File: src/rtl/vec_arb_pkg.sv
// Shared types and the rotate-priority pick helper for the Dpath arbiters.
package vec_arb_pkg;

    typedef enum logic [0:0] {IDLE, LOCKED} arb_state_t;

    // Widest requester set any arbiter built on rr_pick may use
    localparam int unsigned MAX_REQ = 16;
    localparam int unsigned PICK_W  = 4;

    typedef struct packed {
        logic              found;
        logic [PICK_W-1:0] idx;
    } pick_t;

    // First set bit of val at or after ptr, wrapping modulo n (n <= MAX_REQ, ptr < n)
    function automatic pick_t rr_pick(input logic [MAX_REQ-1:0] val,
                                      input logic [PICK_W-1:0]  ptr,
                                      input int unsigned        n);
        pick_t           r;
        logic [PICK_W:0] cand;
        r = '0;
        for (int unsigned k = 0; k < MAX_REQ; k++) begin
            cand = {1'b0, ptr} + (PICK_W+1)'(k);
            // Explicit wrap so non-power-of-two n works
            if (cand >= (PICK_W+1)'(n)) begin
                cand = cand - (PICK_W+1)'(n);
            end
            if (k < n && !r.found && val[cand[PICK_W-1:0]]) begin
                r.found = 1'b1;
                r.idx   = cand[PICK_W-1:0];
            end
        end
        return r;
    endfunction

endpackage

File: src/rtl/rr_priority_pick.sv
// Combinational rotate-priority encoder: first valid index starting at ptr.
module rr_priority_pick
    import vec_arb_pkg::*;
#(
    parameter int unsigned NUM_REQ = 4,
    parameter int unsigned ID_W    = $clog2(NUM_REQ)
) (
    input  logic [NUM_REQ-1:0] val,
    input  logic [ID_W-1:0]    ptr,
    output logic [ID_W-1:0]    idx,
    output logic               found
);

    logic [MAX_REQ-1:0] val_ext;
    logic [PICK_W-1:0]  ptr_ext;
    pick_t              pick;

    // Widen to the helper's fixed size and pick the winner
    always_comb begin
        val_ext                = '0;
        val_ext[NUM_REQ-1:0]   = val;
        ptr_ext                = '0;
        ptr_ext[ID_W-1:0]      = ptr;
        pick                   = rr_pick(val_ext, ptr_ext, NUM_REQ);
        idx                    = pick.idx[ID_W-1:0];
        found                  = pick.found;
    end

endmodule

File: src/rtl/vec_req_arbiter.sv
// Round-robin val/rdy arbiter with burst locking and source-id tagging.
module vec_req_arbiter
    import vec_arb_pkg::*;
#(
    parameter  int unsigned NUM_REQ   = 4,
    parameter  int unsigned WIDTH     = 8,
    parameter  int unsigned MAX_BURST = 16,
    localparam int unsigned ID_W      = $clog2(NUM_REQ)
) (
    input  logic                     clk,
    input  logic                     reset,
    input  logic [NUM_REQ*WIDTH-1:0] req_msg,
    input  logic [NUM_REQ-1:0]       req_val,
    input  logic [NUM_REQ-1:0]       req_last,
    output logic [NUM_REQ-1:0]       req_rdy,
    output logic [WIDTH-1:0]         send_msg,
    output logic [ID_W-1:0]          send_id,
    output logic                     send_last,
    output logic                     send_val,
    input  logic                     send_rdy,
    output logic [NUM_REQ-1:0]       grant_oh,
    output logic                     busy,
    output logic                     burst_err
);

    localparam int unsigned CNT_W = $clog2(MAX_BURST + 1);

    arb_state_t       state_q, state_d;
    logic [ID_W-1:0]  rr_ptr_q, rr_ptr_d;
    logic [ID_W-1:0]  owner_q, owner_d;
    logic [CNT_W-1:0] beat_cnt_q, beat_cnt_d;
    logic             burst_err_q, burst_err_d;

    logic [ID_W-1:0]  pick_idx;
    logic             pick_found;
    logic [ID_W-1:0]  grant_idx;
    logic             have_grant;
    logic [ID_W-1:0]  next_ptr;
    logic             xfer;

    rr_priority_pick #(
        .NUM_REQ (NUM_REQ),
        .ID_W    (ID_W)
    ) u_pick (
        .val   (req_val),
        .ptr   (rr_ptr_q),
        .idx   (pick_idx),
        .found (pick_found)
    );

    // Grant selection and forwarding mux
    always_comb begin
        grant_oh   = '0;
        send_msg   = '0;
        send_id    = '0;
        send_last  = 1'b0;
        if (state_q == LOCKED) begin
            grant_idx  = owner_q;
            have_grant = 1'b1;
            send_val   = req_val[owner_q];
        end else begin
            grant_idx  = pick_idx;
            have_grant = pick_found;
            send_val   = pick_found;
        end
        if (have_grant) begin
            grant_oh[grant_idx] = 1'b1;
            send_msg            = req_msg[grant_idx*WIDTH +: WIDTH];
            send_id             = grant_idx;
            send_last           = req_last[grant_idx];
        end
        req_rdy   = grant_oh & {NUM_REQ{send_rdy}};
        xfer      = send_val && send_rdy;
        next_ptr  = (grant_idx == ID_W'(NUM_REQ - 1)) ? '0 : grant_idx + ID_W'(1);
        busy      = (state_q == LOCKED);
        burst_err = burst_err_q;
    end

    // Next-state: burst locking, pointer advance, burst-limit release
    always_comb begin
        state_d     = state_q;
        rr_ptr_d    = rr_ptr_q;
        owner_d     = owner_q;
        beat_cnt_d  = beat_cnt_q;
        burst_err_d = burst_err_q;
        unique case (state_q)
            IDLE: begin
                if (xfer) begin
                    // A single-beat limit means every beat closes its burst
                    if (send_last || MAX_BURST == 1) begin
                        rr_ptr_d = next_ptr;
                        if (!send_last) begin
                            burst_err_d = 1'b1;
                        end
                    end else begin
                        state_d    = LOCKED;
                        owner_d    = grant_idx;
                        beat_cnt_d = CNT_W'(1);
                    end
                end
            end
            LOCKED: begin
                if (xfer) begin
                    if (send_last) begin
                        state_d    = IDLE;
                        rr_ptr_d   = next_ptr;
                        beat_cnt_d = '0;
                    end else if (beat_cnt_q + CNT_W'(1) == CNT_W'(MAX_BURST)) begin
                        state_d     = IDLE;
                        rr_ptr_d    = next_ptr;
                        beat_cnt_d  = '0;
                        burst_err_d = 1'b1;
                    end else begin
                        beat_cnt_d = beat_cnt_q + CNT_W'(1);
                    end
                end
            end
            default: state_d = IDLE;
        endcase
    end

    // Arbitration state registers, asynchronously cleared
    always_ff @(posedge clk or posedge reset) begin
        if (reset) begin
            state_q     <= IDLE;
            rr_ptr_q    <= '0;
            owner_q     <= '0;
            beat_cnt_q  <= '0;
            burst_err_q <= 1'b0;
        end else begin
            state_q     <= state_d;
            rr_ptr_q    <= rr_ptr_d;
            owner_q     <= owner_d;
            beat_cnt_q  <= beat_cnt_d;
            burst_err_q <= burst_err_d;
        end
    end

endmodule

File: config.mk
export PLATFORM = sky130hd
export DESIGN_NAME = vec_req_arbiter
export DESIGN_NICKNAME = d
export VERILOG_FILES = /design/src/rtl/vec_arb_pkg.sv /design/src/rtl/rr_priority_pick.sv /design/src/rtl/vec_req_arbiter.sv
export SDC_FILE = /design/constraint.sdc
export NUM_CORES = 1
export LEC_CHECK = 0
export CAP_MARGIN = 20
export CORE_MARGIN = 5
export CORE_UTILIZATION = 30
export DETAILED_ROUTE_END_ITERATION = 7
export GPL_TIMING_DRIVEN = 0
export PLACE_DENSITY = 0.6
export SETUP_SLACK_MARGIN = 0.02
export SLEW_MARGIN = 25
export SYNTH_ARGS = -nofsm -noshare
export SYNTH_HDL_FRONTEND = slang
export SYNTH_SLANG_ARGS = --single-unit
File: constraint.sdc
create_clock -name clk -period 3.29 [get_ports clk]
set_input_delay 0.658 -clock clk [delete_from_list [all_inputs] [get_ports clk]]
set_output_delay 0.658 -clock clk [all_outputs]
set_load 0.005 [all_outputs]
==> flow_summary.yaml <==
outcome:
  status: "finished with violations"
  violations_in_the_final_reports: "negative setup slack"
critical_path:
  crit_buf_inv: 7
  max_fo_critical_path: 8
  crit-reg2reg-capture: "rr_ptr_q[0]"
  critical_path.most_common_cell: "sky130_fd_sc_hd__buf_6"
  slowest_cell_on_the_critical_path: "sky130_fd_sc_hd__a2111oi_4"
  worst_ep_required_time_ns: 2.63
  path_delay_family: "buffers and inverters"
  critical_path.cell_chain: "buf_6 > inv_4 > ha_4 > buf_6 > nor3_4 > o22ai_2 > a2111oi_4 > nor2_4 > buf_12 > clkinvlp_4 > buf_6 > nand2_1 > a311oi_2 > buf_2"
  worstSetupStartpointType: "flip-flop"
  r2r_setup_slack_ns: 0.28
  critical_path_class: "reg -> out"
  endpoint_type_of_the_worst_setup_path: "output port"
  worst_reg2reg_path_depth: 13
  cpPeakStageDelay_ns: 0.42
  reg2reg_from: "rr_ptr_q[0]"
  timing.critical_path.arrival_ns: 2.85
die:
  io_pins: 65
  die_w_um: 80.3
  rows: 25
  start_util: 0.312
  die_height_um: 80.3
  core_area_um2: 4750
  dieArea_um2: 6450
power_and_ir_drop:
  power.internal_w: 0.00165
  power.share.combinational: 0.863
  power.net_switching_w: 0.00124
  power.share.clock: 0.049
  power_per_cell_area_nw_per_um2: 1060
  irDropWorstVdd_v: 0.000543
  seq_power_share: 0.088
  power.share.switching: 0.428
  p_leak_nw: 1.21
detailed_routing:
  detailedRoute.firstIterationViolations: 51
  vias_per_cell: 5.09
  num_vias: 1729
  drc_errors: 0
  drt_first_pass_iters: 5
  postRouteAntennaNets: 0
  wl_um: 4990
  detail_route.wl_per_cell_um: 14.7
worst_hold_path:
  min-delay-start: "burst_err"
  worst_hold_path_type: "reg -> reg"
  hold-path-endpoint: "burst_err"
  min_delay_path_depth: 1
sta:
  period_share: 1.07
  period_needed_ns: 3.51
  slew_violations: 0
  report.final.hold_viol_count: 0
  final.setup.worst_slack_ns: -0.217
  finClkSkew_ns: 0.00143
  setup-violations-final: 17
  unrepaired_setup_endpoints_after_global_routing: "true"
  tightest_slew_margin_relative_to_the_limit: 0.537
  hold_ws_ns: 0.454
  fmaxAchievable_mhz: 285
  fin_setup_tns_ns: -1.86
  max_slew.worst_pin.slew_ns: 0.686
clock_tree:
  tritoncts.num_buffers: 3
  quantity_of_hold_fixing_buffers_added_after_cts: 0
  tritoncts_clock_tree: "done"
  cts.sink_count: 11
  worstSkewPairLatency_ns: 0.24
  cts_root_buf: "sky130_fd_sc_hd__clkbuf_8"
  htree_levels: 1
  clk_pin_slew_ns: 0.05
  cts_buffer_depth: 2
logic_synthesis:
  synth.distinct_cells: 49
  avgSynthCellArea_um2: 8.47
  synth_top_area_frac: 0.186
  synth.largest_area_cell: "sky130_fd_sc_hd__dfrtp_1"
  ys_async_sr_fraction: 1.00
  synth_edf_count: 0
  ys_warn_count: 0
  postSynthNetCount: 227
  mappedNetlistArea_um2: 1480
  synth_flop_cell: "sky130_fd_sc_hd__dfrtp_1"
  synth_top_cells_by_area: "sky130_fd_sc_hd__dfrtp_1 (19%), sky130_fd_sc_hd__mux2i_1 (11%), sky130_fd_sc_hd__ha_1 (7.6%)"
  seq_area_frac_synth: 0.186
  synthesis.instances: 175
  synth-seq-cells: 11
grt:
  number_of_global_route_vias_before_repair: 1755
  track_usage: 0.158
  largest_net_degree_at_the_start_of_global_routing: 12
  globalRouteOverflowTotal: 0
  antenna_found_initial: 0
  wire_length_of_the_first_global_routing_pass_um: 8020
layout:
  layout-drive-gt1-share: 0.414
  area_delta_synth_final_pct: 83.5
  nNetsFinal: 326
  stdcell_count: 340
  final_design_area_no_fill_um2: 2720
  final_cell_mix: "sky130_fd_sc_hd__clkdlybuf4s50_1 (42), sky130_fd_sc_hd__buf_4 (22), sky130_fd_sc_hd__mux2i_1 (16)"
  antenna_diode_count: 0
  final_common_cell: "sky130_fd_sc_hd__clkdlybuf4s50_1"
  fillers: 471
job:
  max_cap_violations: 0
placement:
  place.gp.congestion: 0.855
  placed_cells_incl_taps: 306
  dpl.hpwl_um: 3660
  detailedPlace.worstSlack_ns: -1.36
  portBuffers: 64
  dpl-instance-area_um2: 2240
## power groups by stage
stage | Sequential (W) | Combinational (W) | Clock (W)
floorplan | 0.000237 | 0.00113 | 0
global placement | 0.000254 | 0.00182 | 0
detailed placement | 0.000256 | 0.00180 | 0
CTS | 0.000251 | 0.00229 | 0.000147
global route | 0.000268 | 0.00270 | 0.000149
finish | 0.000256 | 0.00250 | 0.000141
## metrics by stage
step | total power, W | utilization
after floorplan | 0.00137 | -
after global placement | 0.00207 | 0.472
after detailed placement | 0.00206 | 0.472
after CTS | 0.00269 | 0.542
after global routing | 0.00312 | 0.572
final | 0.00289 | 0.572
## what timing repair did
action | 4_1_cts | 5_1_grt
resized for setup | 132 | 24
gates cloned | 1 | 0
setup buffers | 19 | 11
pin swaps | 17 | 15
setup endpoints to repair | 26 | 20
## cells by family after synthesis
family,share of synthesized area
multiplexers,0.215
AND/OR/NAND/NOR,0.224
buffers and inverters,0.0515
AO/OA/AOI/OAI,0.247
adder cells (fa/ha/maj),0.0760
flip-flops,0.186
## cells in the mapped netlist (4+ instances only)
cell                       number
sky130_fd_sc_hd__a21o_1         4
sky130_fd_sc_hd__a21oi_1        6
sky130_fd_sc_hd__and2_1         5
sky130_fd_sc_hd__and3_1         5
sky130_fd_sc_hd__dfrtp_1       11
sky130_fd_sc_hd__ha_1           9
sky130_fd_sc_hd__inv_1          9
sky130_fd_sc_hd__mux2_2         5
sky130_fd_sc_hd__mux2i_1       17
sky130_fd_sc_hd__nand2_1       14
sky130_fd_sc_hd__nor2_1        15
sky130_fd_sc_hd__nor2b_1        5
sky130_fd_sc_hd__nor3_1         6
sky130_fd_sc_hd__o211ai_1       4
sky130_fd_sc_hd__o21ai_0        6
sky130_fd_sc_hd__o22ai_1        7
## sequential cells by signal, indices dropped and copies added, names as in the netlist
name / cells
owner_q: 2
busy: 1
burst_err: 1
rr_ptr_q: 2
beat_cnt_q: 5
## final cells by class
cell class	instances	area (um^2)	share of cell area
multi-input cells	150	1370	0.503
clock buffers	4	45.0	0.0166
inverters	9	48.8	0.0179
flip-flops and latches	11	277	0.102
plain buffers	5	66.3	0.0244
well taps	67	83.8	0.0308
repair buffers	94	832	0.306
## metal layers
layer,wire (um),GRT usage,share of wire
met5,0,0,0
met4,73,0.0557,0.015
met1,2010,0.171,0.40
met2,2400,0.284,0.48
met3,500,0.0549,0.10
## worst max-delay path by stage
stage | start | endpoint | slack [ns] | depth (start not counted)
after global placement | req_val[1] | send_msg[6] | -1.37 | 11
after detailed placement | req_val[1] | send_msg[6] | -1.36 | 11
after floorplan | rr_ptr_q[0] | send_msg[1] | 0.07 | 11
final | rr_ptr_q[0] | send_msg[1] | -0.22 | 14
after CTS | rr_ptr_q[0] | send_msg[1] | -0.23 | 14
after global routing | rr_ptr_q[0] | send_msg[6] | -0.35 | 14
No activity file was read; power rests on OpenSTA's default activity.
